## config.mk

```make
export PLATFORM = sky130hd
export DESIGN_NAME = fb_span_writer
export DESIGN_NICKNAME = d
export VERILOG_FILES = /design/src/rtl/fb_pkg.sv /design/src/rtl/fb_addr_gen.sv /design/src/rtl/fb_span_writer.sv
export SDC_FILE = /design/constraint.sdc
export NUM_CORES = 1
export LEC_CHECK = 0
export BUFFER_PORTS_ARGS = -buffer_cell sky130_fd_sc_hd__buf_2
export CAP_MARGIN = 20
export CELL_PAD_IN_SITES_DETAIL_PLACEMENT = 1
export CELL_PAD_IN_SITES_GLOBAL_PLACEMENT = 2
export CORE_ASPECT_RATIO = 0.9
export CORE_MARGIN = 8
export CORE_UTILIZATION = 36
export DETAILED_ROUTE_END_ITERATION = 7
export HOLD_SLACK_MARGIN = 0.1
export PLACE_DENSITY = 0.9
export RECOVER_POWER = 100
export SETUP_SLACK_MARGIN = 0.02
export SYNTH_ARGS = -nofsm -noshare
export SYNTH_HDL_FRONTEND = slang
export SYNTH_HIERARCHICAL = 1
export SYNTH_SLANG_ARGS = --single-unit
```

## constraint.sdc

```tcl
create_clock -name clk -period 5.6 [get_ports clk]
set_input_delay 0.84 -clock clk [delete_from_list [all_inputs] [get_ports clk]]
set_output_delay 0.84 -clock clk [all_outputs]
set_load 0.02 [all_outputs]
```

## src/rtl/fb_pkg.sv

```systemverilog
// fb_pkg: shared definitions for the framebuffer span writer.
//   WORDS_PER_ROW / ROWS : default framebuffer geometry (32-bit words, rows)
//   FB_ADDR_W            : framebuffer word-address width
//   fb_wr_state_t        : writer FSM states
//   fb_cmd_t             : span geometry of one fill command
//   row_to_base()        : row * words_per_row built from shifts and adds
package fb_pkg;

  localparam int WORDS_PER_ROW = 40;
  localparam int ROWS          = 480;
  localparam int FB_ADDR_W     = 15;
  localparam int ROW_W         = 9;
  localparam int WORD_W        = 6;
  localparam int DATA_W        = 32;

  typedef enum logic [1:0] {
    S_IDLE  = 2'd0,
    S_WRITE = 2'd1,
    S_DONE  = 2'd2
  } fb_wr_state_t;

  typedef struct packed {
    logic [ROW_W-1:0]  row;
    logic [ROW_W-1:0]  nrows;
    logic [WORD_W-1:0] word;
    logic [WORD_W-1:0] nwords;
  } fb_cmd_t;

  // Starting row base for a command. The row width is a constant, so the
  // product reduces to a sum of shifted copies of the row number.
  function automatic logic [FB_ADDR_W-1:0] row_to_base(input logic [ROW_W-1:0] row,
                                                       input int wpr);
    logic [FB_ADDR_W-1:0] acc;
    logic [FB_ADDR_W-1:0] row_ext;
    acc     = '0;
    row_ext = FB_ADDR_W'(row);
    for (int i = 0; i < FB_ADDR_W; i++) begin
      if (wpr[i]) acc = acc + (row_ext << i);
    end
    return acc;
  endfunction

endpackage

```

## src/rtl/fb_addr_gen.sv

```systemverilog
// fb_addr_gen: row/word walker for one span command.
//   clk, reset  : clock, synchronous active-low reset
//   load        : latch the clipped span described by cmd
//   advance     : step to the next word (row-major, ascending words)
//   cmd         : live command geometry, sampled on load
//   empty       : cmd (live) clips down to zero writes
//   address     : registered word address of the current write
//   last        : the current write is the final one of the span
//   row_wrap    : (CHECKER_EN only) the next step starts a new row
module fb_addr_gen #(
  parameter int WORDS_PER_ROW = 40,
  parameter int ROWS          = 480
) (
  input  logic              clk,
  input  logic              reset,
  input  logic              load,
  input  logic              advance,
  input  fb_pkg::fb_cmd_t   cmd,
  output logic              empty,
  output logic [14:0]       address,
  output logic              last
`ifdef CHECKER_EN
  , output logic            row_wrap
`endif
);
  import fb_pkg::*;

  localparam logic [ROW_W:0]     ROWS_L = (ROW_W+1)'(ROWS);
  localparam logic [WORD_W:0]    WPR_L  = (WORD_W+1)'(WORDS_PER_ROW);
  localparam logic [FB_ADDR_W-1:0] WPR_A = FB_ADDR_W'(WORDS_PER_ROW);

  logic [ROW_W-1:0]     row_reg;
  logic [ROW_W:0]       row_end_reg;     // exclusive, already clipped
  logic [WORD_W-1:0]    word_reg;
  logic [WORD_W-1:0]    word_start_reg;
  logic [WORD_W:0]      word_end_reg;    // exclusive, already clipped
  logic [FB_ADDR_W-1:0] row_base_reg;
  logic [FB_ADDR_W-1:0] address_reg;

  logic [ROW_W:0]       row_end_raw;
  logic [ROW_W:0]       row_end_clip;
  logic [WORD_W:0]      word_end_raw;
  logic [WORD_W:0]      word_end_clip;
  logic [ROW_W:0]       row_next;
  logic [WORD_W:0]      word_next;
  logic                 row_done;
  logic [FB_ADDR_W-1:0] base_start;
  logic [FB_ADDR_W-1:0] base_next;

  always_comb begin
    row_end_raw   = {1'b0, cmd.row} + {1'b0, cmd.nrows};
    row_end_clip  = (row_end_raw > ROWS_L) ? ROWS_L : row_end_raw;
    word_end_raw  = {1'b0, cmd.word} + {1'b0, cmd.nwords};
    word_end_clip = (word_end_raw > WPR_L) ? WPR_L : word_end_raw;
    empty = ({1'b0, cmd.row} >= ROWS_L) || ({1'b0, cmd.word} >= WPR_L) ||
            (cmd.nrows == '0) || (cmd.nwords == '0);
    base_start = row_to_base(cmd.row, WORDS_PER_ROW);

    row_next  = {1'b0, row_reg} + 1'b1;
    word_next = {1'b0, word_reg} + 1'b1;
    row_done  = (word_next == word_end_reg);
    last      = row_done && (row_next == row_end_reg);
    base_next = row_base_reg + WPR_A;
  end

`ifdef CHECKER_EN
  assign row_wrap = row_done;
`endif

  assign address = address_reg;

  always_ff @(posedge clk) begin
    if (!reset) begin
      row_reg        <= '0;
      row_end_reg    <= '0;
      word_reg       <= '0;
      word_start_reg <= '0;
      word_end_reg   <= '0;
      row_base_reg   <= '0;
      address_reg    <= '0;
    end else if (load) begin
      row_reg        <= cmd.row;
      row_end_reg    <= row_end_clip;
      word_reg       <= cmd.word;
      word_start_reg <= cmd.word;
      word_end_reg   <= word_end_clip;
      row_base_reg   <= base_start;
      address_reg    <= base_start + FB_ADDR_W'(cmd.word);
    end else if (advance) begin
      if (row_done) begin
        // Wrap to the first clipped word of the next row.
        word_reg     <= word_start_reg;
        row_reg      <= row_next[ROW_W-1:0];
        row_base_reg <= base_next;
        address_reg  <= base_next + FB_ADDR_W'(word_start_reg);
      end else begin
        word_reg    <= word_next[WORD_W-1:0];
        address_reg <= address_reg + 1'b1;
      end
    end
  end

endmodule

```

## src/rtl/fb_span_writer.sv

```systemverilog
// fb_span_writer: fills a clipped rectangle of the framebuffer with a
// pattern, one word write per clock, row-major.
//   clk, reset             : clock, synchronous active-low reset
//   cmd_valid / cmd_ready  : command handshake (ready only when idle)
//   cmd_row, cmd_nrows     : first row and row count
//   cmd_word, cmd_nwords   : first word column and words per row
//   cmd_pattern            : fill data
//   abort                  : cancel the active command (suppresses the
//                            write presented in the same cycle)
//   address, writedata     : registered write address/data (hold when idle)
//   write, chipselect      : write strobe (chipselect mirrors write)
//   busy                   : command in progress
//   done                   : one-cycle completion/abort pulse
// Build option: define CHECKER_EN to alternate the pattern word by word,
// with odd rows of the span starting from the inverted pattern.
module fb_span_writer #(
  parameter int WORDS_PER_ROW = fb_pkg::WORDS_PER_ROW,
  parameter int ROWS          = fb_pkg::ROWS
) (
  input  logic        clk,
  input  logic        reset,
  input  logic        cmd_valid,
  output logic        cmd_ready,
  input  logic [8:0]  cmd_row,
  input  logic [8:0]  cmd_nrows,
  input  logic [5:0]  cmd_word,
  input  logic [5:0]  cmd_nwords,
  input  logic [31:0] cmd_pattern,
  input  logic        abort,
  output logic [14:0] address,
  output logic [31:0] writedata,
  output logic        write,
  output logic        chipselect,
  output logic        busy,
  output logic        done
);
  import fb_pkg::*;

  fb_wr_state_t state_reg;
  fb_wr_state_t state_next;

  fb_cmd_t      cmd_in;
  logic         empty;
  logic         last;
  logic         load;
  logic         advance;
  logic [31:0]  writedata_reg;
`ifdef CHECKER_EN
  logic         row_wrap;
  logic [31:0]  row_start_reg;   // data of the first word of the current row
`endif

  assign cmd_in = '{row: cmd_row, nrows: cmd_nrows, word: cmd_word, nwords: cmd_nwords};

  fb_addr_gen #(
    .WORDS_PER_ROW (WORDS_PER_ROW),
    .ROWS          (ROWS)
  ) u_addr_gen (
    .clk      (clk),
    .reset    (reset),
    .load     (load),
    .advance  (advance),
    .cmd      (cmd_in),
    .empty    (empty),
    .address  (address),
    .last     (last)
`ifdef CHECKER_EN
    , .row_wrap (row_wrap)
`endif
  );

  always_ff @(posedge clk) begin
    if (!reset) state_reg <= S_IDLE;
    else        state_reg <= state_next;
  end

  always_comb begin
    state_next = state_reg;
    cmd_ready  = 1'b0;
    busy       = 1'b0;
    done       = 1'b0;
    load       = 1'b0;
    advance    = 1'b0;
    // The strobe is the registered WRITE state, masked by abort so that a
    // cancelled cycle never reaches the framebuffer.
    write      = (state_reg == S_WRITE) && !abort;
    chipselect = write;
    unique case (state_reg)
      S_IDLE: begin
        cmd_ready = 1'b1;
        if (cmd_valid) begin
          if (empty) begin
            state_next = S_DONE;
          end else begin
            load       = 1'b1;
            state_next = S_WRITE;
          end
        end
      end
      S_WRITE: begin
        busy = 1'b1;
        if (abort || last) state_next = S_DONE;
        else               advance    = 1'b1;
      end
      S_DONE: begin
        busy       = 1'b1;
        done       = 1'b1;
        state_next = S_IDLE;
      end
      default: state_next = S_IDLE;
    endcase
  end

  always_ff @(posedge clk) begin
    if (!reset) begin
      writedata_reg <= '0;
`ifdef CHECKER_EN
      row_start_reg <= '0;
`endif
    end else if (load) begin
      writedata_reg <= cmd_pattern;
`ifdef CHECKER_EN
      row_start_reg <= cmd_pattern;
`endif
    end
`ifdef CHECKER_EN
    else if (advance) begin
      if (row_wrap) begin
        row_start_reg <= ~row_start_reg;
        writedata_reg <= ~row_start_reg;
      end else begin
        writedata_reg <= ~writedata_reg;
      end
    end
`endif
  end

  assign writedata = writedata_reg;

endmodule
```

==> results of run 1 <==
==> worst register-to-register path: cells and delay by family (launching register included) <==
family                     cells  cell delay, ps
adders and majority gates      1             310
and+or+nand+nor                4            1010
AOI/OAI and AO/OA              4            1290
DFF                            1             450
buffers and inverters          2            1120
xor gates and xnor gates       1             180
==> placed cells by master (no fill, tap or decap), types with 12 or more instances in the layout <==
master and count:
nand2_1 111, clkbuf_1 56, a21oi_1 58, o21ai_0 55, a31oi_1 12, buf_2 65, nor3_1 19, and3_1 19
mux2i_1 17, a21boi_0 29, inv_1 22, nor2_1 53, xnor2_1 64, nand3_1 19, ha_1 37, xor2_1 20
dfxtp_1 99
==> metal layers <==
| metal | GRT usage | part of all wire |
|---|---|---|
| met1 | 0.235 | 0.48 |
| met3 | 0.0376 | 0.039 |
| met4 | 0.0397 | 0.013 |
| met2 | 0.294 | 0.47 |
| met5 | 0 | 0 |
==> power by group through the flow <==
stage	sequential, W	clock [W]	combinational [W]
CTS	0.000887	0.000661	0.000791
floorplan	0.000913	0	0.000546
detailed placement	0.000903	0	0.000784
global placement	0.000899	0	0.000773
finish	0.000889	0.000641	0.000766
global route	0.000903	0.000684	0.000845
==> cell families after synthesis <==
family                   count (synthesis)  synth area share
AO/OA/AOI/OAI                          238             0.235
adder cells (fa/ha/maj)                 41            0.0810
other                                    1          0.000559
XOR/XNOR                                85             0.113
flip-flops                              99             0.296
AND/OR/NAND/NOR                        275             0.200
multiplexers                            18            0.0271
buffers and inverters                   70            0.0478
==> through the flow <==
stage / area (um2) / total power (W) / setup slack, ps / utilization / hold WS (ps)
6_report: 7630 / 0.00230 / 1120 / 0.416 / 460
4_1_cts: 7730 / 0.00234 / 1630 / 0.421 / 453
5_1_grt: 7630 / 0.00243 / 843 / 0.416 / 484
3_3_place_gp: 7430 / 0.00167 / 1380 / 0.405 / 438
3_5_place_dp: 7430 / 0.00169 / 1290 / 0.405 / 443
2_1_floorplan: 6710 / 0.00146 / 2320 / - / 452
==> final cells by class <==
class | count | area [um2] | area share
clock buffer | 13 | 260 | 0.0341
inverter | 24 | 91.3 | 0.0120
tap | 245 | 307 | 0.0402
timing repair buffer | 125 | 571 | 0.0748
sequential | 99 | 1980 | 0.260
clock inverter | 2 | 35.0 | 0.00459
multi-input combinational | 658 | 4380 | 0.575
==> how the worst max path moves through the flow <==
stage / slack, ps / cells after the start / endpoint
global placement: 1380 / 11 / u_addr_gen/row_base_reg[6]$_SDFFE_PN0P_
detailed placement: 1290 / 11 / u_addr_gen/row_reg[2]$_SDFFE_PN0P_
global route: 840 / 12 / u_addr_gen/row_base_reg[11]$_SDFFE_PN0P_
CTS: 1630 / 11 / u_addr_gen/row_reg[2]$_SDFFE_PN0P_
floorplan: 2320 / 15 / u_addr_gen/address[12]$_SDFFE_PN0P_
finish: 1120 / 12 / u_addr_gen/row_base_reg[13]$_SDFFE_PN0P_
==> impl_metrics.env, run 1 <==
export IMPL_drc=0
export IMPL_pwr_share_clk=0.279
export IMPL_slowest_stage="clkbuf_1"
export IMPL_finalHoldViolCount=0
export IMPL_grt_setup_unrepaired="false"
export IMPL_cts_htree_levels=3
export IMPL_dp_cells=1151
export IMPL_fmax_ghz=0.223
export IMPL_yosysWarnings=6
export IMPL_place_congestion=0.781
export IMPL_grt_overflow_total=0
export IMPL_gr_usage_all_layers=0.179
export IMPL_yosysMostFrequentCell="nand2_1"
export IMPL_largest_reg_flops=32
export IMPL_start_kind="register"
export IMPL_die_x_um=160
export IMPL_drtAntennaViolNets=0
export IMPL_clkTransAtPathRegs_ps=70
export IMPL_syn_inst=827
export IMPL_drv_slew=0
export IMPL_swShare=0.367
export IMPL_rr_startpoint="u_addr_gen/word_reg[0]$_SDFFE_PN0P_"
export IMPL_synthTopCellsByCount="nand2_1, dfxtp_1, xnor2_1"
export IMPL_fin_crit_sh=0.800
export IMPL_die_area_um2=23300
export IMPL_grt_max_degree=62
export IMPL_synth_main_ff_cell="dfxtp_1"
export IMPL_cap_violations=0
export IMPL_dr_first_iter_drc_count=285
export IMPL_grt_pass1_vias=6512
export IMPL_clock_latency_ps=360
export IMPL_postSynthAreaPerCell_um2=8.11
export IMPL_n_antenna_cell=0
export IMPL_power_static_leakage_nw=2.90
export IMPL_timing_worst_setup_path_type="reg2reg"
export IMPL_rrSetupSlack_ps=1120
export IMPL_cts_tree="done"
export IMPL_required_ps=5860
export IMPL_dr_pass1_iters=4
export IMPL_synth_cell_type_count=75
export IMPL_core_area_um2=18300
export IMPL_status="finished, final reports clean"
export IMPL_cts_sinks=99
export IMPL_ir_drop_uv=119
export IMPL_tns_ps=0
export IMPL_holdBufCountCts=0
export IMPL_cts_root_buf="clkbuf_16"
export IMPL_hold_start="writedata[4]$_SDFFE_PN0P_"
export IMPL_rows=47
export IMPL_cp_num_buf_inv=2
export IMPL_async_reset_ff_frac=0
export IMPL_grt_pass1_wl_mm=34.4
export IMPL_syn_nets=934
export IMPL_syn_area_um2=6710
export IMPL_slowest_delay_ps=890
export IMPL_wl_per_cell_um=18.1
export IMPL_ios=118
export IMPL_hold_end="writedata[4]$_SDFFE_PN0P_"
export IMPL_post_cts_resized=0
export IMPL_tightestPinTransition_ps=1340
export IMPL_p_sw_w=0.000842
export IMPL_antenna_found_initial=0
export IMPL_cp_max_fo=42
export IMPL_finClkSkew_ps=8.85
export IMPL_nNetsFinal=1024
export IMPL_synth_edf_count=0
export IMPL_fin_cells=1166
export IMPL_num_fill_cells=2319
export IMPL_cp_startpoint="u_addr_gen/word_reg[0]$_SDFFE_PN0P_"
export IMPL_die_h_um=145
export IMPL_cts_inserted_buffers=9
export IMPL_r2r_end="u_addr_gen/row_base_reg[13]$_SDFFE_PN0P_"
export IMPL_internal_power_w=0.00145
export IMPL_synth_seq_cells=99
export IMPL_yosysSeqAreaShare=0.296
export IMPL_drive_gt1_frac=0.107
export IMPL_hold_depth=2
export IMPL_crit_family="compound AO/OA/AOI/OAI gates"
export IMPL_worstHoldPathType="reg2reg"
export IMPL_crit_chain="ha_1 -> nand3_1 -> xnor2_1 -> nor4b_1 -> o31a_4 -> and3_1 -> nor3b_1 -> buf_4 -> o311ai_0 -> clkbuf_1 -> o21ai_0 -> a311oi_1"
export IMPL_hpwl_mm=15.9
export IMPL_num_vias=6290
export IMPL_layout_min_cycle_time_ps=4480
export IMPL_netlist_top_cells_area="dfxtp_1, xnor2_1, ha_1"
export IMPL_ctsLongestPathBuffers=2
export IMPL_synth_area_leader_cell="dfxtp_1"
export IMPL_comb_power_share=0.334
export IMPL_synth_top_cell_area_share=0.296
export IMPL_relSlewSlack=0.107
export IMPL_power_density_nw_per_um2=301
export IMPL_cp_end_kind="register"
export IMPL_routed_wl_mm=21.1
export IMPL_worstPathArrival_ps=4730
export IMPL_viasPerCell=5.39
export IMPL_syn_to_final_growth_pct=13.8
export IMPL_p_seq_frac=0.387
export IMPL_cts_setup_buffers=0
export IMPL_finalSetupViolCount=0
export IMPL_r2r_cells=12
export IMPL_start_util=0.365
export IMPL_io_buffers=117
(Power assumes the default switching activity.)
==> inputs of run 2 (changes only) <==
Settings changed: CORE_UTILIZATION 36 to 30, PLACE_DENSITY 0.9 to 0.81.
Clock period 5.6 ns to 3.9 ns, I/O delays scaled along.
==> run 2 against run 1 <==
Sequential share of layout area decreased by 0.39 points. Critical endpoint is now u_addr_gen/row_base_reg[9]$_SDFFE_PN0P_. Highest routed layer unchanged. Largest cell class unchanged. Maximum frequency grew 30%. Non-clock buffer count grew 8.
==> impl_metrics.env, run 2 (synthesis results as in run 1) <==
export IMPL_multiInputGateArea_um2=4380
export IMPL_viasPerCell=5.15
export IMPL_die_h_um=158
export IMPL_layout_common_cells="nand2_1, dfxtp_1, buf_2, xnor2_1"
export IMPL_dr_pass1_iters=5
export IMPL_grt_overflow_total=0
export IMPL_tns_ps=0
export IMPL_hold_ws_ps=453
export IMPL_timing_worst_setup_path_type="reg2reg"
export IMPL_required_ps=4160
export IMPL_finClkSkew_ps=12.9
export IMPL_start_util=0.302
export IMPL_drc=0
export IMPL_layout_min_cycle_time_ps=3440
export IMPL_grt_pass1_vias=6449
export IMPL_cts_inserted_buffers=9
export IMPL_drive_gt1_frac=0.113
export IMPL_cts_tree="done"
export IMPL_dr_first_iter_drc_count=382
export IMPL_grt_max_degree=74
export IMPL_die_x_um=174
export IMPL_clock_latency_ps=360
export IMPL_cts_sinks=99
export IMPL_final_common_cell="nand2_1"
export IMPL_cts_htree_levels=3
export IMPL_largest_reg_flops=32
export IMPL_rows=52
export IMPL_post_cts_resized=0
export IMPL_clkTransAtPathRegs_ps=90
export IMPL_cp_max_fo=10
export IMPL_worstHoldPathType="in2reg"
export IMPL_holdBufCountCts=0
export IMPL_hold_depth=3
export IMPL_cp_end_kind="register"
export IMPL_cts_root_buf="clkbuf_16"
export IMPL_finalHoldViolCount=0
export IMPL_fmax_ghz=0.290
export IMPL_finalSetupViolCount=0
export IMPL_ctsLongestPathBuffers=2
export IMPL_tightestPinTransition_ps=813
export IMPL_gr_usage_all_layers=0.160
export IMPL_fin_total_pwr_w=0.00332
export IMPL_wl_per_cell_um=17.9
export IMPL_io_buffers=117
export IMPL_power_static_leakage_nw=2.91
export IMPL_relSlewSlack=0.450
export IMPL_routed_wl_mm=22.0
export IMPL_syn_to_final_growth_pct=15.5
export IMPL_fin_crit_sh=0.883
export IMPL_power_density_nw_per_um2=429
export IMPL_start_kind="register"
export IMPL_grt_setup_unrepaired="false"
export IMPL_cap_violations=0
export IMPL_status="finished, final reports clean"
export IMPL_num_fill_cells=2736
export IMPL_hpwl_mm=16.7
export IMPL_cts_setup_buffers=0
export IMPL_regArea_um2=1980
export IMPL_core_area_um2=22200
export IMPL_r2r_cells=13
export IMPL_die_area_um2=27400
export IMPL_drv_slew=0
export IMPL_grt_pass1_wl_mm=35.6
export IMPL_ir_drop_uv=228
export IMPL_drtAntennaViolNets=0
export IMPL_nNetsFinal=1032
export IMPL_place_congestion=0.825
export IMPL_num_vias=6326
export IMPL_ios=118
export IMPL_worstPathArrival_ps=3700
export IMPL_antenna_found_initial=2
[run 2: final timing paths]
check / startpoint / end / slack [ps]
max: u_addr_gen/word_reg[0]$_SDFFE_PN0P_ / u_addr_gen/row_base_reg[9]$_SDFFE_PN0P_ / 460
min: cmd_pattern[9] / writedata[9]$_SDFFE_PN0P_ / 450
max reg2reg: u_addr_gen/word_reg[0]$_SDFFE_PN0P_ / u_addr_gen/row_base_reg[9]$_SDFFE_PN0P_ / 460
min reg2reg: writedata[9]$_SDFFE_PN0P_ / writedata[9]$_SDFFE_PN0P_ / 460
[run 2: where the power goes]
part	internal (W)	leakage (nW)	switching [W]
Combinational	0.000430	1.95	0.000690
Sequential	0.00113	0.810	0.000139
Clock	0.000458	0.150	0.000469
[run 2: area by class of cell]
type	count	share of cell area
repair buffers	133	0.0798
inverters	24	0.0118
diodes	1	0.000323
flip-flops and latches	99	0.256
clock buffers	9	0.0291
clock inverters	7	0.0100
well taps	297	0.0480
multi-input cells	658	0.565
[run 2: layer usage]
metal / part of all wire / global-route usage
met5: 0 / 0
met4: 0.014 / 0.0476
met3: 0.031 / 0.0212
met2: 0.45 / 0.255
met1: 0.51 / 0.221
[run 2: per-stage QoR]
step / utilization / cells / setup slack (ps) / instance area [um2]
final: 0.349 / 1228 / 456 / 7750
after global routing: 0.349 / 1228 / 188 / 7750
after CTS: 0.354 / 1226 / 579 / 7860
after detailed placement: 0.340 / 1210 / 428 / 7550
after global placement: 0.340 / 1210 / 536 / 7550
after floorplan: - / 827 / 624 / 6710
[run 2: critical path, cell delays in order (launching register included)]
cell and delay (ps):
dfxtp_1 450, ha_1 290, and4_1 270, or3_1 120, a21oi_1 60, o31a_4 370, and3_1 170, nor3b_4 290
o311ai_1 300, clkbuf_1 320, clkbuf_1 250, o21ai_0 200, nand3_1 100, o211a_1 140
